$ cat config.mk
export PLATFORM = sky130hd
export DESIGN_NAME = aes128_key_sched
export DESIGN_NICKNAME = d
export VERILOG_FILES = /design/src/rtl/aes128_key_sched_pkg.sv /design/src/rtl/aes128_key_sched_subword.sv /design/src/rtl/aes128_key_sched.sv
export SDC_FILE = /design/constraint.sdc
export NUM_CORES = 2
export LEC_CHECK = 0
export CAP_MARGIN = 20
export CORE_ASPECT_RATIO = 1.75
export CORE_UTILIZATION = 35
export DETAILED_ROUTE_END_ITERATION = 16
export PLACE_DENSITY_LB_ADDON = 0.15
export SLEW_MARGIN = 30
export SYNTH_ARGS = -nofsm -noshare
export SYNTH_HDL_FRONTEND = slang
export SYNTH_SLANG_ARGS = --single-unit
$ cat constraint.sdc
create_clock -name in_clock -period 18.63 [get_ports in_clock]
set_input_delay 5.589 -clock in_clock [delete_from_list [all_inputs] [get_ports in_clock]]
set_output_delay 5.589 -clock in_clock [all_outputs]
set_load 0.02 [all_outputs]
$ cat src/rtl/aes128_key_sched_pkg.sv
`default_nettype none
// ============================================================================
//  Module      : aes128_package
//  Description : Shared types, constants and round-constant lookup for the
//                iterative AES-128 key schedule.
//  Revision    : 1.0 - initial release
// ============================================================================
package aes128_package;

    typedef logic [7:0]   bv8_t;
    typedef logic [31:0]  bv32_t;
    typedef logic [127:0] bv128_t;
    typedef logic [3:0]   round_t;

    // Last round index of AES-128 (Nr)
    localparam round_t NUM_ROUNDS = 4'd10;

    // Schedule controller states
    typedef enum logic [0:0] {
        ST_IDLE = 1'b0,
        ST_RUN  = 1'b1
    } state_t;

    // Round constant for rounds 1..10; any other index yields zero
    function automatic bv8_t rcon(input round_t r);
        bv8_t v;
        case (r)
            4'd1:    v = 8'h01;
            4'd2:    v = 8'h02;
            4'd3:    v = 8'h04;
            4'd4:    v = 8'h08;
            4'd5:    v = 8'h10;
            4'd6:    v = 8'h20;
            4'd7:    v = 8'h40;
            4'd8:    v = 8'h80;
            4'd9:    v = 8'h1b;
            4'd10:   v = 8'h36;
            default: v = 8'h00;
        endcase
        return v;
    endfunction

endpackage
`default_nettype wire

$ cat src/rtl/aes128_key_sched_subword.sv
`default_nettype none
// ============================================================================
//  Module      : bv8_sbox / bv32_subword
//  Description : Byte S-box (forward or inverse) computed from GF(2^8)
//                inversion and the AES affine map, and a 32-bit SubWord
//                built from four forward S-boxes.
//  Revision    : 1.0 - initial release
// ============================================================================
module bv8_sbox
    import aes128_package::*;
(
    input  logic in_enc,
    input  bv8_t in_byte,
    output bv8_t out_byte
);

    // GF(2^8) multiply modulo x^8 + x^4 + x^3 + x + 1
    function automatic bv8_t gf_mul(input bv8_t a, input bv8_t b);
        bv8_t p;
        bv8_t x;
        p = 8'h00;
        x = a;
        for (int i = 0; i < 8; i++) begin
            if (b[i]) begin
                p = p ^ x;
            end
            x = {x[6:0], 1'b0} ^ (x[7] ? 8'h1b : 8'h00);
        end
        return p;
    endfunction

    // Multiplicative inverse as a^254 (maps 0 to 0, as AES requires)
    function automatic bv8_t gf_inv(input bv8_t a);
        bv8_t sq;
        bv8_t acc;
        sq  = a;
        acc = 8'h01;
        for (int i = 1; i < 8; i++) begin
            sq  = gf_mul(sq, sq);
            acc = gf_mul(acc, sq);
        end
        return acc;
    endfunction

    function automatic bv8_t rotl8(input bv8_t b, input int n);
        return (b << n) | (b >> (8 - n));
    endfunction

    function automatic bv8_t affine_fwd(input bv8_t b);
        return b ^ rotl8(b, 1) ^ rotl8(b, 2) ^ rotl8(b, 3) ^ rotl8(b, 4) ^ 8'h63;
    endfunction

    function automatic bv8_t affine_inv(input bv8_t b);
        return rotl8(b, 1) ^ rotl8(b, 3) ^ rotl8(b, 6) ^ 8'h05;
    endfunction

    // Forward: affine(inverse(x)); inverse S-box undoes the two steps in reverse
    always_comb begin
        out_byte = 8'h00;
        if (in_enc) begin
            out_byte = affine_fwd(gf_inv(in_byte));
        end else begin
            out_byte = gf_inv(affine_inv(in_byte));
        end
    end

endmodule

module bv32_subword
    import aes128_package::*;
(
    input  bv32_t in_word,
    output bv32_t out_word
);

    // Key expansion only ever needs the forward S-box
    for (genvar g = 0; g < 4; g++) begin : g_sbox
        bv8_sbox u_sbox (
            .in_enc   (1'b1),
            .in_byte  (in_word[8*g +: 8]),
            .out_byte (out_word[8*g +: 8])
        );
    end

endmodule
`default_nettype wire

$ cat src/rtl/aes128_key_sched.sv
`default_nettype none
// ============================================================================
//  Module      : aes128_key_sched
//  Description : Iterative bidirectional AES-128 key schedule. Forward mode
//                walks round keys 0..10 from the cipher key; backward mode
//                walks 10..0 from the last round key. One key per handshake.
//  Revision    : 1.0 - initial release
// ============================================================================
module aes128_key_sched
    import aes128_package::*;
(
    input  logic         in_clock,
    input  logic         in_reset,
    input  logic         in_start,
    input  logic         in_enc,
    input  logic [127:0] in_key,
    output logic         out_idle,
    output logic         out_valid,
    input  logic         in_ready,
    output logic [3:0]   out_round,
    output logic [127:0] out_key
);

    state_t state_q, state_d;
    bv128_t key_q,   key_d;
    round_t round_q, round_d;
    logic   dir_q,   dir_d;

    bv32_t  w0, w1, w2, w3;
    bv32_t  w_sub_src;
    bv32_t  w_sub_out;
    round_t w_rc_idx;
    bv32_t  w_rcw;
    bv32_t  w_tmp;
    bv128_t w_next_key;
    logic   w_last;

    assign w0 = key_q[127:96];
    assign w1 = key_q[95:64];
    assign w2 = key_q[63:32];
    assign w3 = key_q[31:0];

    // Backward step needs SubWord of the already-recovered w3 (= w3 ^ w2),
    // so a single SubWord serves both directions through this mux.
    assign w_sub_src = dir_q ? w3 : (w3 ^ w2);

    bv32_subword u_subword (
        .in_word  ({w_sub_src[23:0], w_sub_src[31:24]}),
        .out_word (w_sub_out)
    );

    // Forward r->r+1 uses rcon[r+1]; backward r->r-1 uses rcon[r]
    assign w_rc_idx = dir_q ? round_t'(round_q + 4'd1) : round_q;
    assign w_rcw    = {rcon(w_rc_idx), 24'h000000};
    assign w_tmp    = w_sub_out ^ w_rcw;

    assign w_last   = dir_q ? (round_q == NUM_ROUNDS) : (round_q == 4'd0);

    // Next round key in the current direction
    always_comb begin
        bv32_t n0, n1, n2, n3;
        if (dir_q) begin
            n0 = w0 ^ w_tmp;
            n1 = w1 ^ n0;
            n2 = w2 ^ n1;
            n3 = w3 ^ n2;
        end else begin
            n3 = w3 ^ w2;
            n2 = w2 ^ w1;
            n1 = w1 ^ w0;
            n0 = w0 ^ w_tmp;
        end
        w_next_key = {n0, n1, n2, n3};
    end

    // Controller: load on start, advance on handshake, stop after final round
    always_comb begin
        state_d = state_q;
        key_d   = key_q;
        round_d = round_q;
        dir_d   = dir_q;
        case (state_q)
            ST_IDLE: begin
                if (in_start) begin
                    state_d = ST_RUN;
                    key_d   = in_key;
                    dir_d   = in_enc;
                    round_d = in_enc ? 4'd0 : NUM_ROUNDS;
                end
            end
            ST_RUN: begin
                if (in_ready) begin
                    if (w_last) begin
                        state_d = ST_IDLE;
                    end else begin
                        key_d   = w_next_key;
                        round_d = dir_q ? round_t'(round_q + 4'd1)
                                        : round_t'(round_q - 4'd1);
                    end
                end
            end
            default: state_d = ST_IDLE;
        endcase
    end

    // State registers with synchronous reset
    always_ff @(posedge in_clock) begin
        if (in_reset) begin
            state_q <= ST_IDLE;
            key_q   <= '0;
            round_q <= 4'd0;
            dir_q   <= 1'b1;
        end else begin
            state_q <= state_d;
            key_q   <= key_d;
            round_q <= round_d;
            dir_q   <= dir_d;
        end
    end

    assign out_idle  = (state_q == ST_IDLE);
    assign out_valid = (state_q == ST_RUN);
    assign out_round = round_q;
    assign out_key   = key_q;

endmodule
`default_nettype wire
==> impl_metrics.json <==
{
  "final_area_mm2": 0.08048,
  "syn-num-nets": 9864,
  "grt_usage_pct": 25.86,
  "wl_per_cell_um": 22.53,
  "nFillCells": 21340,
  "wl_mm": 281.0,
  "arrival_ns": 18.22,
  "drt_iter0_drc": 5120,
  "worst_pin_slew_ns": 1.041,
  "start_util_pct": 35.28,
  "critPathRequiredTime_ns": 19.01,
  "drv_slew": 0,
  "r2r_start": "dir_q",
  "crit_start": "dir_q",
  "cp-end-kind": "flip-flop",
  "antenna_found_initial": 22,
  "max_freq_mhz": 56.06,
  "worstSetupEndpoint": "out_key[6]",
  "synthCells": 9702,
  "dpl_cell_area_mm2": 0.07917,
  "finalCritPeriodShare_pct": 95.75,
  "regArea_mm2": 0.002696,
  "final.min_clock_period_ns": 17.84,
  "via_per_inst": 5.644,
  "skew_ns": 0.02313,
  "syn_area_mm2": 0.07244,
  "nNetsFinal": 9952,
  "r2r_end": "out_key[6]",
  "cts_max_level": 4,
  "yosys.area.top_type": "xnor2_1",
  "die_area_mm2": 0.2089,
  "cp_common_cell": "xnor2_1",
  "netlist_top_cells_count": "xnor2_1 (1703), nor2_1 (1395), nand2_1 (1020)",
  "vias": 70400,
  "io_buffers": 266,
  "cts_max_path_buffers": 2,
  "insertion_delay_ns": 0.54,
  "critical_path_class": "reg2reg",
  "setup.worst_path.start_class": "flip-flop",
  "maxSlewHeadroom_pct": 30.58,
  "rrSetupSlack_ns": 0.79,
  "cp_max_fo": 15,
  "drtPass1Iterations": 6,
  "max_stage_delay_ns": 0.83,
  "synth_flop_cell": "dfxtp_1",
  "clkSinkCount": 134,
  "grt_pass1_wl_mm": 425.0,
  "cts.clk_slew.worst_paths_ns": 0.08,
  "synthTopCellsByArea": "xnor2_1 (21%), xnor3_1 (10%), nor2_1 (7.2%)",
  "gp_congestion": 0.9700,
  "drv_cap": 0,
  "synth_seq_cells": 134,
  "numCtsBuffers": 17,
  "synth.most_common_cell": "xnor2_1",
  "fp.dieH_um": 603.8,
  "yosysUniqueCellTypes": 144,
  "synth.avg_cell_area_um2": 7.466,
  "num_io_pins": 267,
  "grt_pass1_vias": 68500,
  "drtAntennaViolNets": 0,
  "drive_above_1_share_pct": 12.06,
  "synth_edf_count": 0,
  "num_rows": 220,
  "async_flop_share_pct": 0,
  "cts_tree": "yes",
  "yosys.area.top_type_share_pct": 20.59,
  "globalRoute.totalOverflow": 0,
  "hpwl_mm": 219.0,
  "die_w_um": 345.9,
  "hp-class": "reg2reg",
  "yosysWarnings": 0,
  "slowest_stage": "xnor3_1",
  "multi_input_comb_area_mm2": 0.06676,
  "setup_viol": 0,
  "yosysSeqAreaShare_pct": 3.703,
  "grt_start_max_net_pins": 123,
  "root_buffer": "clkbuf_16",
  "hold_viol_final": 0,
  "rr_worst_depth": 61,
  "drc": 0,
  "area.growth.synth_to_final_pct": 11.10,
  "status": "finished clean",
  "design.core.area_mm2": 0.2053
}
repair_timing:
| action | CTS | global route |
|---|---|---|
| pin swaps | 0 | 7 |
| hold buffers | 0 | 0 |
| resized for setup | 9 | 74 |
| endpoints found under the setup margin | 18 | 118 |
| buffers inserted | 0 | 17 |
| gates cloned | 0 | 0 |
kinds of logic (layout without fill, tap and decap cells):
| kind of cell | Yosys count | in the layout | share of synthesized area [%] |
|---|---|---|---|
| buf+inv | 850 | 951 | 5.716 |
| fa+ha+maj | 34 | 34 | 0.5700 |
| xor+xnor | 2844 | 2844 | 45.77 |
| simple gates | 3417 | 3417 | 20.74 |
| other cells | 0 | 7 | 0 |
| compound gates | 2058 | 2058 | 18.22 |
| flops | 134 | 134 | 3.703 |
| mux | 365 | 365 | 5.280 |
sequential cells by signal (all words and copies together) (netlist names):
| name | count |
|---|---|
| out_key | 128 |
| dir_q | 1 |
| out_valid | 1 |
| out_round | 4 |
per-stage QoR:
| stage | setup TNS (ns) | setup slack (ns) | cells | util (%) | hold WS [ns] |
|---|---|---|---|---|---|
| final | 0 | 0.7920 | 12470 | 39.19 | 0.5166 |
| after detailed placement | -2.262 | -0.5044 | 12420 | 38.56 | 0.5019 |
| after CTS | 0 | 0.1273 | 12450 | 38.87 | 0.5127 |
| after floorplan | 0 | 0.7722 | 9702 | - | 0.5641 |
| after global routing | -0.01431 | -0.01045 | 12470 | 39.18 | 0.5660 |
| after global placement | -4.980 | -0.4290 | 12420 | 38.50 | 0.4879 |
area by class of cell:
type / instances / area share, %
Multi-Input combinational cell: 8718 / 82.95
Sequential cell: 134 / 3.350
Timing Repair Buffer: 780 / 8.125
Clock buffer: 17 / 0.5286
Clock inverter: 15 / 0.2223
Inverter: 139 / 0.6577
Antenna cell: 7 / 0.02177
Tap cell: 2664 / 4.142
placed cells by master (no fill, tap or decap), drive strengths merged, types with 26 or more instances in the layout:
cell           count
xnor3            393
nor2            1409
nand2           1022
o21ai            510
o22ai            137
mux2              74
clkdlybuf4s50    265
o32ai             30
nor2b            112
nor3             249
a22oi             82
nand2b            87
and2              40
o221ai            37
nand3            224
dfxtp            134
o31ai             26
a31oi             83
nand4             30
xnor2           1845
or3               53
a32oi             30
a21oi            583
mux2i            285
or2               32
ha                29
a21o              33
inv              137
buf              515
o211ai            79
a211oi            81
and3              57
a221oi            56
o21a              36
a21boi            29
xor3              60
xor2             546
layer usage:
| metal | wire (um) | vias to the layer above | GRT usage, % |
|---|---|---|---|
| met2 | 144900 | 2177 | 48.18 |
| met1 | 107900 | 34010 | 28.52 |
| met4 | 13700 | 18 | 12.12 |
| met5 | 130 | - | 0 |
| met3 | 14330 | 605 | 3.773 |
| li1 | - | 33590 | - |
worst max-delay path, delay by kind of cell, from the launching register on:
kind                       cells  cell delay, ns
DFF                            1            0.49
adders and majority gates      2            0.83
muxes                          2            0.53
AOI/OAI and AO/OA              8            1.03
buffers and inverters          4            0.69
and+or+nand+nor               10            1.17
xor gates and xnor gates      35           12.90
how the worst min path moves through the flow:
stage	from	endpoint	slack, ns	cells after the start
CTS	out_key[118]	out_key[118]	0.51	2
detailed placement	out_key[118]	out_key[118]	0.50	2
finish	out_key[118]	out_key[118]	0.52	2
global placement	out_key[118]	out_key[118]	0.49	2
floorplan	out_key[118]	out_key[118]	0.56	2
global route	out_key[88]	out_key[88]	0.57	2
Power is not shown: default switching activity piles up to over one toggle a cycle in this logic, so the estimate is an artifact.
